===== src/rtl/calc_pkg.sv =====
// Shared definitions for the calculator operand protocol.
// Latency: n/a (types, constants and a pure function only).
// Backpressure: n/a.
//
// Contents: data/result/op widths, op-code constants, the driver state
// encoding, and calc_eval(), which defines the unit's arithmetic.
package calc_pkg;

  localparam int DATA_W = 4;
  localparam int RES_W  = 5;
  localparam int OP_W   = 2;

  localparam logic [OP_W-1:0] OP_ADD = 2'b00;
  localparam logic [OP_W-1:0] OP_SUB = 2'b01;
  localparam logic [OP_W-1:0] OP_AND = 2'b10;
  localparam logic [OP_W-1:0] OP_OR  = 2'b11;

  typedef enum logic [2:0] {
    IDLE   = 3'd0,
    BEAT_A = 3'd1,
    BEAT_B = 3'd2,
    WAIT   = 3'd3,
    RESP   = 3'd4
  } state_e;

  // Subtraction wraps modulo 2^RES_W; logic ops are zero-extended.
  function automatic logic [RES_W-1:0] calc_eval(
    input logic [OP_W-1:0]   op,
    input logic [DATA_W-1:0] a,
    input logic [DATA_W-1:0] b
  );
    logic [RES_W-1:0] ax;
    logic [RES_W-1:0] bx;
    ax = {1'b0, a};
    bx = {1'b0, b};
    case (op)
      OP_ADD:  calc_eval = ax + bx;
      OP_SUB:  calc_eval = ax - bx;
      OP_AND:  calc_eval = ax & bx;
      default: calc_eval = ax | bx;
    endcase
  endfunction

endpackage


===== src/rtl/calc_ref_model.sv =====
// Reference model of the compute unit: expected result for a latched op/a/b.
// Latency: combinational.
// Backpressure: none.
//
// Ports: op_i (op code), a_i / b_i (operands), exp_o (5-bit expected result).
module calc_ref_model
  import calc_pkg::*;
(
  input  logic [OP_W-1:0]   op_i,
  input  logic [DATA_W-1:0] a_i,
  input  logic [DATA_W-1:0] b_i,
  output logic [RES_W-1:0]  exp_o
);

  assign exp_o = calc_eval(op_i, a_i, b_i);

endmodule


===== src/rtl/calc_op_driver.sv =====
// Initiator for the calculator unit: request -> two operand beats -> wait -> response.
// Latency: rsp_valid 3+N cycles after the request handshake cycle (N = unit delay after beat 2).
// Backpressure: response held until rsp_ready; req_ready low while an operation is outstanding.
//
// Ports: clock/rst (sync, active-high); req_* valid/ready request (op, a, b);
// capture/op/d_in beats and valid/result from the compute unit; rsp_* valid/ready
// response with rsp_result and rsp_timeout.
// Optional: define CALC_OP_DRIVER_CHECK_EN to add rsp_mismatch, which flags a unit
// result differing from the internal reference model (0 on timeout).
// TIMEOUT must lie in 1..255 and fit in CNT_W bits.
module calc_op_driver
  import calc_pkg::*;
#(
  parameter int TIMEOUT = 16,
  parameter int CNT_W   = 8
) (
  input  logic              clock,
  input  logic              rst,
  input  logic              req_valid,
  output logic              req_ready,
  input  logic [OP_W-1:0]   req_op,
  input  logic [DATA_W-1:0] req_a,
  input  logic [DATA_W-1:0] req_b,
  output logic              capture,
  output logic [OP_W-1:0]   op,
  output logic [DATA_W-1:0] d_in,
  input  logic              valid,
  input  logic [RES_W-1:0]  result,
  output logic              rsp_valid,
  input  logic              rsp_ready,
  output logic [RES_W-1:0]  rsp_result,
  output logic              rsp_timeout
`ifdef CALC_OP_DRIVER_CHECK_EN
  ,
  output logic              rsp_mismatch
`endif
);

  state_e             state_q;
  logic               req_ready_q;
  logic               capture_q;
  logic [OP_W-1:0]    op_q;
  logic [DATA_W-1:0]  d_q;
  logic [DATA_W-1:0]  b_q;
  logic [CNT_W-1:0]   cnt_q;
  logic               rsp_valid_q;
  logic [RES_W-1:0]   rsp_result_q;
  logic               rsp_timeout_q;
  logic               expire_d;

  // Counter is cleared on the way into WAIT, so it reads k-1 in the k-th WAIT cycle.
  assign expire_d = (cnt_q == CNT_W'(TIMEOUT - 1));

`ifdef CALC_OP_DRIVER_CHECK_EN
  logic [DATA_W-1:0]  a_q;
  logic [RES_W-1:0]   exp_d;
  logic               mismatch_q;

  // op_q still holds the request's op code throughout WAIT.
  calc_ref_model u_ref (
    .op_i  (op_q),
    .a_i   (a_q),
    .b_i   (b_q),
    .exp_o (exp_d)
  );

  assign rsp_mismatch = mismatch_q;
`endif

  always_ff @(posedge clock) begin
    if (rst) begin
      state_q       <= IDLE;
      req_ready_q   <= 1'b1;
      capture_q     <= 1'b0;
      op_q          <= '0;
      d_q           <= '0;
      b_q           <= '0;
      cnt_q         <= '0;
      rsp_valid_q   <= 1'b0;
      rsp_result_q  <= '0;
      rsp_timeout_q <= 1'b0;
`ifdef CALC_OP_DRIVER_CHECK_EN
      a_q           <= '0;
      mismatch_q    <= 1'b0;
`endif
    end else begin
      case (state_q)
        IDLE: begin
          if (req_valid) begin
            // Beat 1 goes out straight from the request; B is kept for beat 2.
            op_q        <= req_op;
            d_q         <= req_a;
            b_q         <= req_b;
            capture_q   <= 1'b1;
            req_ready_q <= 1'b0;
            state_q     <= BEAT_A;
`ifdef CALC_OP_DRIVER_CHECK_EN
            a_q         <= req_a;
`endif
          end
        end
        BEAT_A: begin
          d_q     <= b_q;
          state_q <= BEAT_B;
        end
        BEAT_B: begin
          // op/d_in keep their beat-2 values through WAIT.
          capture_q <= 1'b0;
          cnt_q     <= '0;
          state_q   <= WAIT;
        end
        WAIT: begin
          cnt_q <= cnt_q + 1'b1;
          // valid takes priority over expiry in the same cycle.
          if (valid) begin
            rsp_result_q  <= result;
            rsp_timeout_q <= 1'b0;
            rsp_valid_q   <= 1'b1;
            state_q       <= RESP;
`ifdef CALC_OP_DRIVER_CHECK_EN
            mismatch_q    <= (result != exp_d);
`endif
          end else if (expire_d) begin
            rsp_result_q  <= '0;
            rsp_timeout_q <= 1'b1;
            rsp_valid_q   <= 1'b1;
            state_q       <= RESP;
`ifdef CALC_OP_DRIVER_CHECK_EN
            mismatch_q    <= 1'b0;
`endif
          end
        end
        RESP: begin
          if (rsp_ready) begin
            rsp_valid_q <= 1'b0;
            req_ready_q <= 1'b1;
            state_q     <= IDLE;
          end
        end
        default: begin
          state_q     <= IDLE;
          req_ready_q <= 1'b1;
          capture_q   <= 1'b0;
          rsp_valid_q <= 1'b0;
        end
      endcase
    end
  end

  assign req_ready   = req_ready_q;
  assign capture     = capture_q;
  assign op          = op_q;
  assign d_in        = d_q;
  assign rsp_valid   = rsp_valid_q;
  assign rsp_result  = rsp_result_q;
  assign rsp_timeout = rsp_timeout_q;

endmodule

===== config.mk =====
export PLATFORM = sky130hd
export DESIGN_NAME = calc_op_driver
export DESIGN_NICKNAME = d
export VERILOG_FILES = /design/src/rtl/calc_pkg.sv /design/src/rtl/calc_ref_model.sv /design/src/rtl/calc_op_driver.sv
export SDC_FILE = /design/constraint.sdc
export NUM_CORES = 1
export LEC_CHECK = 0
export BUFFER_PORTS_ARGS = -buffer_cell sky130_fd_sc_hd__buf_2
export CAP_MARGIN = 10
export CORE_ASPECT_RATIO = 2
export CORE_MARGIN = 2
export CORE_UTILIZATION = 40
export CTS_BUF_LIST = sky130_fd_sc_hd__clkbuf_16
export DETAILED_ROUTE_END_ITERATION = 10
export MAX_ROUTING_LAYER = met4
export PLACE_DENSITY = 0.66
export RECOVER_POWER = 50
export SLEW_MARGIN = 15
export SYNTH_ARGS = -nofsm -noshare
export SYNTH_HDL_FRONTEND = slang
export SYNTH_SLANG_ARGS = --single-unit

===== constraint.sdc =====
create_clock -name clock -period 1.9 [get_ports clock]
set_clock_uncertainty 0.05 [all_clocks]
set_input_delay 0.095 -clock clock [delete_from_list [all_inputs] [get_ports clock]]
set_output_delay 0.095 -clock clock [all_outputs]
set_load 0.03 [all_outputs]

==> results.json <==
{
  "outcome": "completed",
  "final_common_cell": "dfxtp_1",
  "die_area_um2": 3940,
  "place_inst": 212,
  "power_density_nw_per_um2": 980,
  "clk_pin_slew_ps": 50,
  "hold_ws_ps": 8.99,
  "place_congestion": 0.750,
  "met1_usage_pct": 17.2,
  "area_delta_synth_final_pct": 20.7,
  "min_to": "b_q[3]$_SDFFE_PP0P_",
  "dp_slack_ps": 294,
  "die_w_um": 45.4,
  "r2r_slack_ps": 260,
  "insertion_delay_ps": 270,
  "drv_cap": 0,
  "num_rows": 30,
  "drc": 0,
  "rr_startpoint": "state_q[1]$_SDFFE_PP0P_",
  "syn_area_um2": 1370,
  "max_slew.worst_pin.slew_ps": 522,
  "power_leakage_nw": 0.691,
  "hold_buffers": 0,
  "grtUsageMet3_pct": 3.96,
  "drv_slew": 0,
  "cts.htree.levels": 2,
  "ant_nets": 0,
  "hold_start": "req_b[3]",
  "synth_nets": 173,
  "setup.worst_path.start_class": "register",
  "fin_nets": 208,
  "synth-edff-count": 0,
  "synth.avg_cell_area_um2": 9.01,
  "diodes": 0,
  "peakVddDrop_mv": 0.687,
  "synth-async-reset-ratio_pct": 0,
  "holdPathStages": 3,
  "clock_sinks": 30,
  "cts_tree": "yes",
  "start_util_pct": 41.0,
  "syn_inst": 152,
  "finalSetupTns_ps": 0,
  "synth_seq_area_share_pct": 43.8,
  "drive_above_1_share_pct": 17.6,
  "worstPathMaxFanout": 13,
  "relSlewSlack_pct": 64.9,
  "grt_max_degree": 25,
  "antenna_found_initial": 0,
  "viasPerCell": 5.79,
  "synth-main-ff-cell": "dfxtp_1",
  "setup_viol": 0,
  "final_cells": 220,
  "wire_per_inst_um": 14.9,
  "cts_resized": 0,
  "grt.busiest_layer": "met2",
  "ys_seq_elements": 30,
  "numCtsBuffers": 5,
  "rsz0062_at_grt": "false",
  "fin_crit_ps": 1640,
  "vias": 1274,
  "cp_data_required_time_ps": 1990,
  "ios": 35,
  "power_mw": 1.62,
  "io_buffers": 34,
  "root_buffer": "clkbuf_16",
  "fp.dieH_um": 86.8,
  "core_area_um2": 3340,
  "grt_pass1_vias": 1251,
  "drtPass1Iterations": 4,
  "gr-total-overflow": 0,
  "fillers": 319,
  "worstSetupEndpointType": "register",
  "synth.distinct_cells": 38,
  "clock_path_buffers": 2,
  "r2r-end": "cnt_q[6]$_SDFFE_PP0P_",
  "rr_worst_depth": 4,
  "max_freq_mhz": 611,
  "cts_setup_buffers": 0,
  "grt_pass1_wl_um": 5250,
  "hold_viol_final": 0,
  "yosys_warnings": 0,
  "drtIter0Drc": 35,
  "place_hpwl_um": 2460,
  "wirelength_um": 3280,
  "grt_usage_pct": 18.5,
  "layout_common_cells": "dfxtp_1, a21oi_1, buf_2",
  "layout_setup_ws_ps": 263,
  "gr-usage-met2_pct": 32.9,
  "min_period_over_period_pct": 86.1,
  "hold_class": "in -> reg",
  "path_class": "reg -> reg",
  "arrival_ps": 1730
}
==> per-layer routing <==
metal | share of wire (%) | routed length, µm
met5 | 0 | 0
met4 | 2.3 | 76
met3 | 4.0 | 133
met2 | 57 | 1870
met1 | 37 | 1200
==> where the power goes <==
group	leakage [nW]	switching [mW]	total, mW	internal [mW]
logic	0.374	0.126	0.197	0.0709
registers	0.244	0.0310	0.693	0.662
clock network	0.0724	0.260	0.731	0.471
==> critical path, stage by stage (launching register included) <==
cell and delay [ps]:
dfxtp_1 590, nand2b_1 150, clkbuf_1 220, o21ai_0 400
a21oi_1 80
==> Yosys cell counts (2+ instances only) <==
cell / number / area share (%)
a21o_1: 6 / 3.3
a21oi_1: 19 / 6.9
a22oi_1: 5 / 2.7
a31oi_1: 2 / 0.91
a32o_1: 5 / 3.7
buf_2: 2 / 0.73
buf_6: 3 / 2.5
clkbuf_1: 4 / 1.1
dfxtp_1: 30 / 44
inv_1: 3 / 0.82
nand2_1: 18 / 4.9
nand3_1: 8 / 2.9
nor2_1: 3 / 0.82
nor2b_1: 7 / 3.2
nor3_1: 2 / 0.73
o21ai_0: 4 / 1.5
o21ai_1: 4 / 1.5
o31ai_1: 3 / 1.6
or4_1: 5 / 2.7
==> cells by family after synthesis <==
logic type | Yosys count | synth area share, %
AO/OA/AOI/OAI | 51 | 24.0
multiplexers | 1 | 0.731
flip-flops | 30 | 43.8
buffers and inverters | 13 | 5.39
AND/OR/NAND/NOR | 56 | 25.1
adder cells (fa/ha/maj) | 1 | 0.913
==> layout make-up <==
cell class | count | area [µm²] | share of cell area [%]
multi-input combinational | 109 | 689 | 41.7
sequential | 30 | 601 | 36.3
timing repair buffer | 38 | 175 | 10.6
clock buffer | 5 | 125 | 7.56
tap | 32 | 40.0 | 2.42
clock inverter | 3 | 12.5 | 0.756
inverter | 3 | 11.3 | 0.681
==> worst max path at each step <==
stage,slack (ps),end,start,cells past startpoint
after CTS,290,d_in[0]$_SDFFE_PP0P_,state_q[1]$_SDFFE_PP0P_,3
after floorplan,510,state_q[0]$_SDFFE_PP0P_,cnt_q[0]$_SDFFE_PP0P_,4
after global placement,330,d_in[0]$_SDFFE_PP0P_,state_q[1]$_SDFFE_PP0P_,3
final,260,cnt_q[6]$_SDFFE_PP0P_,state_q[1]$_SDFFE_PP0P_,4
after detailed placement,290,d_in[0]$_SDFFE_PP0P_,state_q[1]$_SDFFE_PP0P_,3
after global routing,100,rsp_result[1]$_SDFFE_PP0P_,cnt_q[4]$_SDFFE_PP0P_,4
==> flip-flops by register name (all words and copies together), names as in the netlist, 2 cells and up <==
name	cells
cnt_q	8
d_in	4
rsp_result	5
state_q	3
b_q	4
op	2
==> stage by stage <==
| step | instance area, µm² | util [%] |
|---|---|---|
| after floorplan | 1370 | - |
| after global placement | 1550 | 46.3 |
| after detailed placement | 1550 | 46.3 |
| after CTS | 1690 | 50.4 |
| after global routing | 1650 | 49.5 |
| final | 1650 | 49.5 |
Power figures use the tool's default switching activity.
